--- src/rtl/hazard_pkg.sv ---
// Shared constants and the forwarding-select helper for the pipeline hazard unit.
package hazard_pkg;

    localparam logic [1:0] FW_RF  = 2'b00;
    localparam logic [1:0] FW_WB  = 2'b01;
    localparam logic [1:0] FW_MEM = 2'b10;

    localparam logic [1:0] WB_SEL_LOAD = 2'b01;

    // Memory-stage result is younger than Writeback, so it is checked first.
    function automatic logic [1:0] fw_select(
        input logic       wen_m,
        input logic [4:0] rd_m,
        input logic       wen_w,
        input logic [4:0] rd_w,
        input logic [4:0] rs
    );
        logic [1:0] sel;
        sel = FW_RF;
        if (wen_m && (rd_m != 5'd0) && (rd_m == rs)) begin
            sel = FW_MEM;
        end else if (wen_w && (rd_w != 5'd0) && (rd_w == rs)) begin
            sel = FW_WB;
        end
        return sel;
    endfunction

endpackage

--- src/rtl/hazard_perf_cnt.sv ---
// Saturating event counter; holds at all-ones instead of wrapping.
module hazard_perf_cnt #(
    parameter int W = 32
) (
    input  logic         clk,
    input  logic         rst_n,
    input  logic         inc_i,
    output logic [W-1:0] cnt_o
);

    logic [W-1:0] cnt_q;
    logic [W-1:0] cnt_d;

    always_comb begin
        cnt_d = cnt_q;
        if (inc_i && (cnt_q != {W{1'b1}})) begin
            cnt_d = cnt_q + W'(1);
        end
    end

    always_ff @(posedge clk or negedge rst_n) begin
        if (!rst_n) begin
            cnt_q <= '0;
        end else begin
            cnt_q <= cnt_d;
        end
    end

    assign cnt_o = cnt_q;

endmodule

--- src/rtl/hazard_unit.sv ---
// Forwarding, load-use stall and branch flush control for a 5-stage pipeline.
// Performance counters are built only when HAZARD_PERF_CNT_EN is defined.
module hazard_unit
    import hazard_pkg::*;
#(
    parameter int CNT_W = 32
) (
    input  logic             clk,
    input  logic             rst_n,
    input  logic [4:0]       rs1D,
    input  logic [4:0]       rs2D,
    input  logic [4:0]       rs1E,
    input  logic [4:0]       rs2E,
    input  logic [4:0]       rdE,
    input  logic [4:0]       rdM,
    input  logic [4:0]       rdW,
    input  logic [1:0]       writebackE,
    input  logic             wen_rfM,
    input  logic             wen_rfW,
    input  logic             en_branch,
    output logic [1:0]       fw_AE,
    output logic [1:0]       fw_BE,
    output logic             STALLPCF,
    output logic             STALLD,
    output logic             FLUSHD,
    output logic             FLUSHE,
    output logic [CNT_W-1:0] stall_cnt,
    output logic [CNT_W-1:0] flush_cnt
);

    logic       lwstall;
    logic [1:0] perf_evt;

    assign fw_AE = fw_select(wen_rfM, rdM, wen_rfW, rdW, rs1E);
    assign fw_BE = fw_select(wen_rfM, rdM, wen_rfW, rdW, rs2E);

    // A load in Execute cannot forward to Decode in time; hold Fetch/Decode one cycle.
    assign lwstall = (writebackE == WB_SEL_LOAD) && (rdE != 5'd0)
                  && ((rdE == rs1D) || (rdE == rs2D));

    assign STALLPCF = lwstall;
    assign STALLD   = lwstall;
    assign FLUSHD   = en_branch;
    assign FLUSHE   = lwstall | en_branch;

    assign perf_evt = {FLUSHD | FLUSHE, lwstall};

`ifdef HAZARD_PERF_CNT_EN
    logic [1:0][CNT_W-1:0] perf_cnt;
    genvar gi;

    for (gi = 0; gi < 2; gi++) begin : g_cnt
        hazard_perf_cnt #(
            .W(CNT_W)
        ) u_cnt (
            .clk   (clk),
            .rst_n (rst_n),
            .inc_i (perf_evt[gi]),
            .cnt_o (perf_cnt[gi])
        );
    end

    assign stall_cnt = perf_cnt[0];
    assign flush_cnt = perf_cnt[1];
`else
    logic unused_perf;

    assign stall_cnt   = '0;
    assign flush_cnt   = '0;
    assign unused_perf = &{1'b0, clk, rst_n, perf_evt};
`endif

endmodule

--- config.mk ---
export PLATFORM = sky130hd
export DESIGN_NAME = hazard_unit
export DESIGN_NICKNAME = d
export VERILOG_FILES = /design/src/rtl/hazard_pkg.sv /design/src/rtl/hazard_perf_cnt.sv /design/src/rtl/hazard_unit.sv
export SDC_FILE = /design/constraint.sdc
export NUM_CORES = 1
export LEC_CHECK = 0
export CAP_MARGIN = 20
export CORE_AREA = 3 3 43 45
export DETAILED_ROUTE_END_ITERATION = 8
export DIE_AREA = 0 0 46 48
export DONT_BUFFER_PORTS = 1
export GPL_TIMING_DRIVEN = 0
export PLACE_DENSITY = 0.79
export SETUP_SLACK_MARGIN = 0.3
export SLEW_MARGIN = 20
export SYNTH_ARGS = -nofsm -noshare
export SYNTH_HDL_FRONTEND = slang
export SYNTH_HIERARCHICAL = 1
export SYNTH_SLANG_ARGS = --single-unit
--- constraint.sdc ---
create_clock -name vclk -period 2.6
set_input_delay 0.52 -clock vclk [all_inputs]
set_output_delay 0.52 -clock vclk [all_outputs]
set_load 0.1 [all_outputs]
# ---- Word level (Yosys, flattened, before mapping)
# Index checks and enable logic that the tools add are counted.
dict set report op_classes {
  eq_ne 7
  n_mux 4
  bitwise_logic 1
  reduce_logical 12
}
# cell count
set op_table {}
lappend op_table {{$eq A5 B5 Y1} 6}
lappend op_table {{$reduce_bool A5 Y1} 3}
lappend op_table {{$logic_and A1 B1 Y1} 8}
lappend op_table {{$mux W2} 2}
lappend op_table {{$eq A2 B1 Y1 const B} 1}
lappend op_table {{$mux W1} 2}
lappend op_table {{$logic_or A1 B1 Y1} 1}
lappend op_table {{$or A1 B1 Y1} 1}
dict set report word_totals {
  reg_bits 0
  inputBits 42
  output_inout_bits 72
  elab_cells 24
}

# ---- Depth between registers and ports, before layout
dict set report depth {
  ltp_word 5
  mapped_depth 5
  depth_no_buf 4
}

# ---- Least setup slack after synthesis
# Ideal clock, no wire load.
dict set report synth_timing {
  kind {input to output}
  startpoint {input port rdM[4]}
  endpoint {output port fw_AE[0]}
  arrival_ps 4955
  t_required_ps 2080
  slack_ps -2875
  stages 4
  path_buffers 0
  path_cell_list {xnor2_1 -> nand3_1 -> nor4_1 -> nor4_2}
}
dict set report synth_via {
  elab_chain_cells 4
  word_cells_on_any_way 5
  cone_classes {1 x eq/ne; 1 x mux; 3 x reduce/logical}
}
# element line
set synth_rtl {}
lappend synth_rtl {{start: declaration} hazard_unit.sv:15} ;# input logic [4:0] rdM,
lappend synth_rtl {{$reduce_bool A5 Y1} hazard_pkg.sv:20} ;# if (wen_m && (rd_m != 5'd0) && (rd_m == rs)) begin
lappend synth_rtl {{$logic_and A1 B1 Y1} hazard_pkg.sv:20}
lappend synth_rtl {{$logic_and A1 B1 Y1 (*)} hazard_pkg.sv:20}
lappend synth_rtl {{$mux W2 (*)} hazard_pkg.sv:20}
lappend synth_rtl {{end: declaration} hazard_unit.sv:21} ;# output logic [1:0] fw_AE,
# Mark *: on every way between the ends. The rest lies on a longest branch, timed or not.

# ---- Worst setup path after layout
dict set report layout_timing {
  startpoint {input port rdW[2]}
  endpoint {output port fw_AE[0]}
}
dict set report layout_via {
  elab_chain_cells 5
  word_cells_on_any_way 6
  cone_classes {1 x eq/ne; 2 x mux; 3 x reduce/logical}
}
# element line
set layout_rtl {}
lappend layout_rtl {{start: declaration} hazard_unit.sv:16} ;# input logic [4:0] rdW,
lappend layout_rtl {{$reduce_bool A5 Y1} hazard_pkg.sv:22} ;# end else if (wen_w && (rd_w != 5'd0) && (rd_w == rs)) begin
lappend layout_rtl {{$logic_and A1 B1 Y1} hazard_pkg.sv:22}
lappend layout_rtl {{$logic_and A1 B1 Y1 (*)} hazard_pkg.sv:22}
lappend layout_rtl {{$mux W1 (*)} hazard_pkg.sv:22}
lappend layout_rtl {{$mux W2 (*)} hazard_pkg.sv:20}
# Marks and branches as above.

==> out/qor.yml <==
die:
  io_pins: 114
  die_h_microns: 48
  dieWidth_microns: 46
  core_area_sq_um: 1506
  start_util: 0.6055
  dieArea_sq_um: 2208
  fp-row-count: 14
logic_synthesis:
  synth.area.top_cells: "buf_4 (54%), xor2_1 (23%), xnor2_1 (5.8%)"
  synth_warnings: 6
  syn_area_sq_um: 912.1
  synth.top_cell.area_share: 0.5432
  synth_top_area_cell: "buf_4"
  syn_area_per_cell_sq_um: 7.601
  synthTopCellsByCount: "buf_4 (66), xor2_1 (24), xnor2_1 (6)"
  postSynthCellCount: 120
  seq_area_frac_synth: 0
  yosysMostFrequentCell: "buf_4"
  synth.distinct_cells: 15
clock_network:
  ctsResizeCount: 0
  cts_setup_buffers: 0
  cts_hold_buf: 0
drt:
  drc: 0
  drt_wl_total_microns: 2666
  drtPass1Iterations: 4
  vias: 845
  ant_nets: 0
  initialDrtViolationCount: 5
  drt-wirelength-per-cell_microns: 13.00
  vias_per_cell: 4.122
run_status:
  status: "complete, no violations"
sta:
  finalSetupViolations: 0
  fin_ws_ns: 0.2688
  maxSlewViolCount: 0
  post-route-period-util: 0.8966
  finalWorstPathRequiredPeriod_ns: 2.331
  hold_violations: 0
  max_clock_freq_mhz: 429.0
  rsz0062_at_grt: "true"
min_path:
  min_delay_path_depth: 2
  hp-start: "writebackE[1]"
  whs_endpoint: "STALLD"
  hold_class: "primary input to primary output"
finish:
  antenna_cells: 0
  seq_cell_count: 0
  syn_to_final_growth_pct: 53.50
  layout-drive-gt1-share: 0.4550
  layout.cells.non_filler: 205
  clockBufferCount: 0
  seq_area_sq_um: 0
  fin_nets: 233
global_routing:
  grt_pass1_wl_microns: 3422
  first_global_vias: 812
  antenna_found_initial: 0
  grt_max_degree: 4
  grt_overflow: 0
  grt_usage: 0.2092
pwr:
  p_leak_nw: 0.8111
  power.density_nw_per_um2: 421.9
  max-vdd-ir-drop_uv: 358.6
worst_setup_path:
  crit_fanout: 3
  path_class: "primary input to primary output"
  end_kind: "primary output"
  required_ns: 2.08
  crit_arrival_ns: 1.81
  worst_setup_path_start_kind: "primary input"
place:
  port_buffers: 0
  place_ws_ns: 0.2634
  dp_cells: 205
  dp_hpwl_microns: 2592
  place_congestion: 0.7336
job:
  drv_cap: 0
-- critical path: stages --
cell     delay (ns)
or4_1          0.08
o21ai_1        0.06
or4_1          0.57
nor4_4         0.34
buf_8          0.24
-- metrics by stage --
step	instance area, sq um	hold WS, ns	TNS, ns	total power [mW]	util
2_1_floorplan	1290	1.155	-1.367	0.5665	-
3_3_place_gp	1310	1.158	-1.707	0.5697	0.8696
3_5_place_dp	1400	1.239	0	0.5811	0.9294
4_1_cts	1400	1.239	0	0.5817	0.9294
5_1_grt	1400	1.242	0	0.6075	0.9294
6_report	1400	1.240	0	0.5907	0.9294
-- per-layer routing --
metal	track usage	wire length [microns]	vias to the layer above
met5	0	0	-
met4	0.05114	48	0
met3	0.07143	418	5
met2	0.4753	1577	70
met1	0.1569	622	373
li1	-	-	397
-- final cells by class --
cell class	instances	area (sq um)
Buffer	66	499.2
Fill cell	58	106.4
Inverter	2	7.507
Multi-Input combinational cell	115	783.3
Tap cell	16	20.02
Timing Repair Buffer	6	90.09
-- layout by cell type (no fill, tap or decap), types with 2 or more instances in the layout --
cell | Yosys | layout
buf_4 | 66 | 65
conb_1 | 1 | 64
xor2_1 | 24 | 24
xnor2_2 | 0 | 6
buf_8 | 0 | 6
nor4_4 | 0 | 5
or4_1 | 5 | 4
nor2_1 | 3 | 3
nand3_1 | 2 | 2
inv_1 | 2 | 2
nor3_1 | 2 | 2
-- kinds of logic after synthesis --
group / Yosys count / share of synthesized area
buf+inv: 68 / 0.5514
xor+xnor: 30 / 0.2881
simple gates: 17 / 0.1235
compound gates: 4 / 0.03292
other cells: 1 / 0.004111
-- how the worst max path moves through the flow --
stage	from	to
floorplan	rdE[2]	STALLPCF
global placement	rdE[2]	STALLPCF
detailed placement	rdW[2]	fw_BE[0]
CTS	rdW[2]	fw_BE[0]
global route	rdW[2]	fw_AE[0]
finish	rdW[2]	fw_AE[0]
-- where the power goes --
group | internal (mW) | switching (mW)
sequential | 0 | 0
combinational | 0.112 | 0.478
clock | 0 | 0
(Power assumes the default switching activity.)
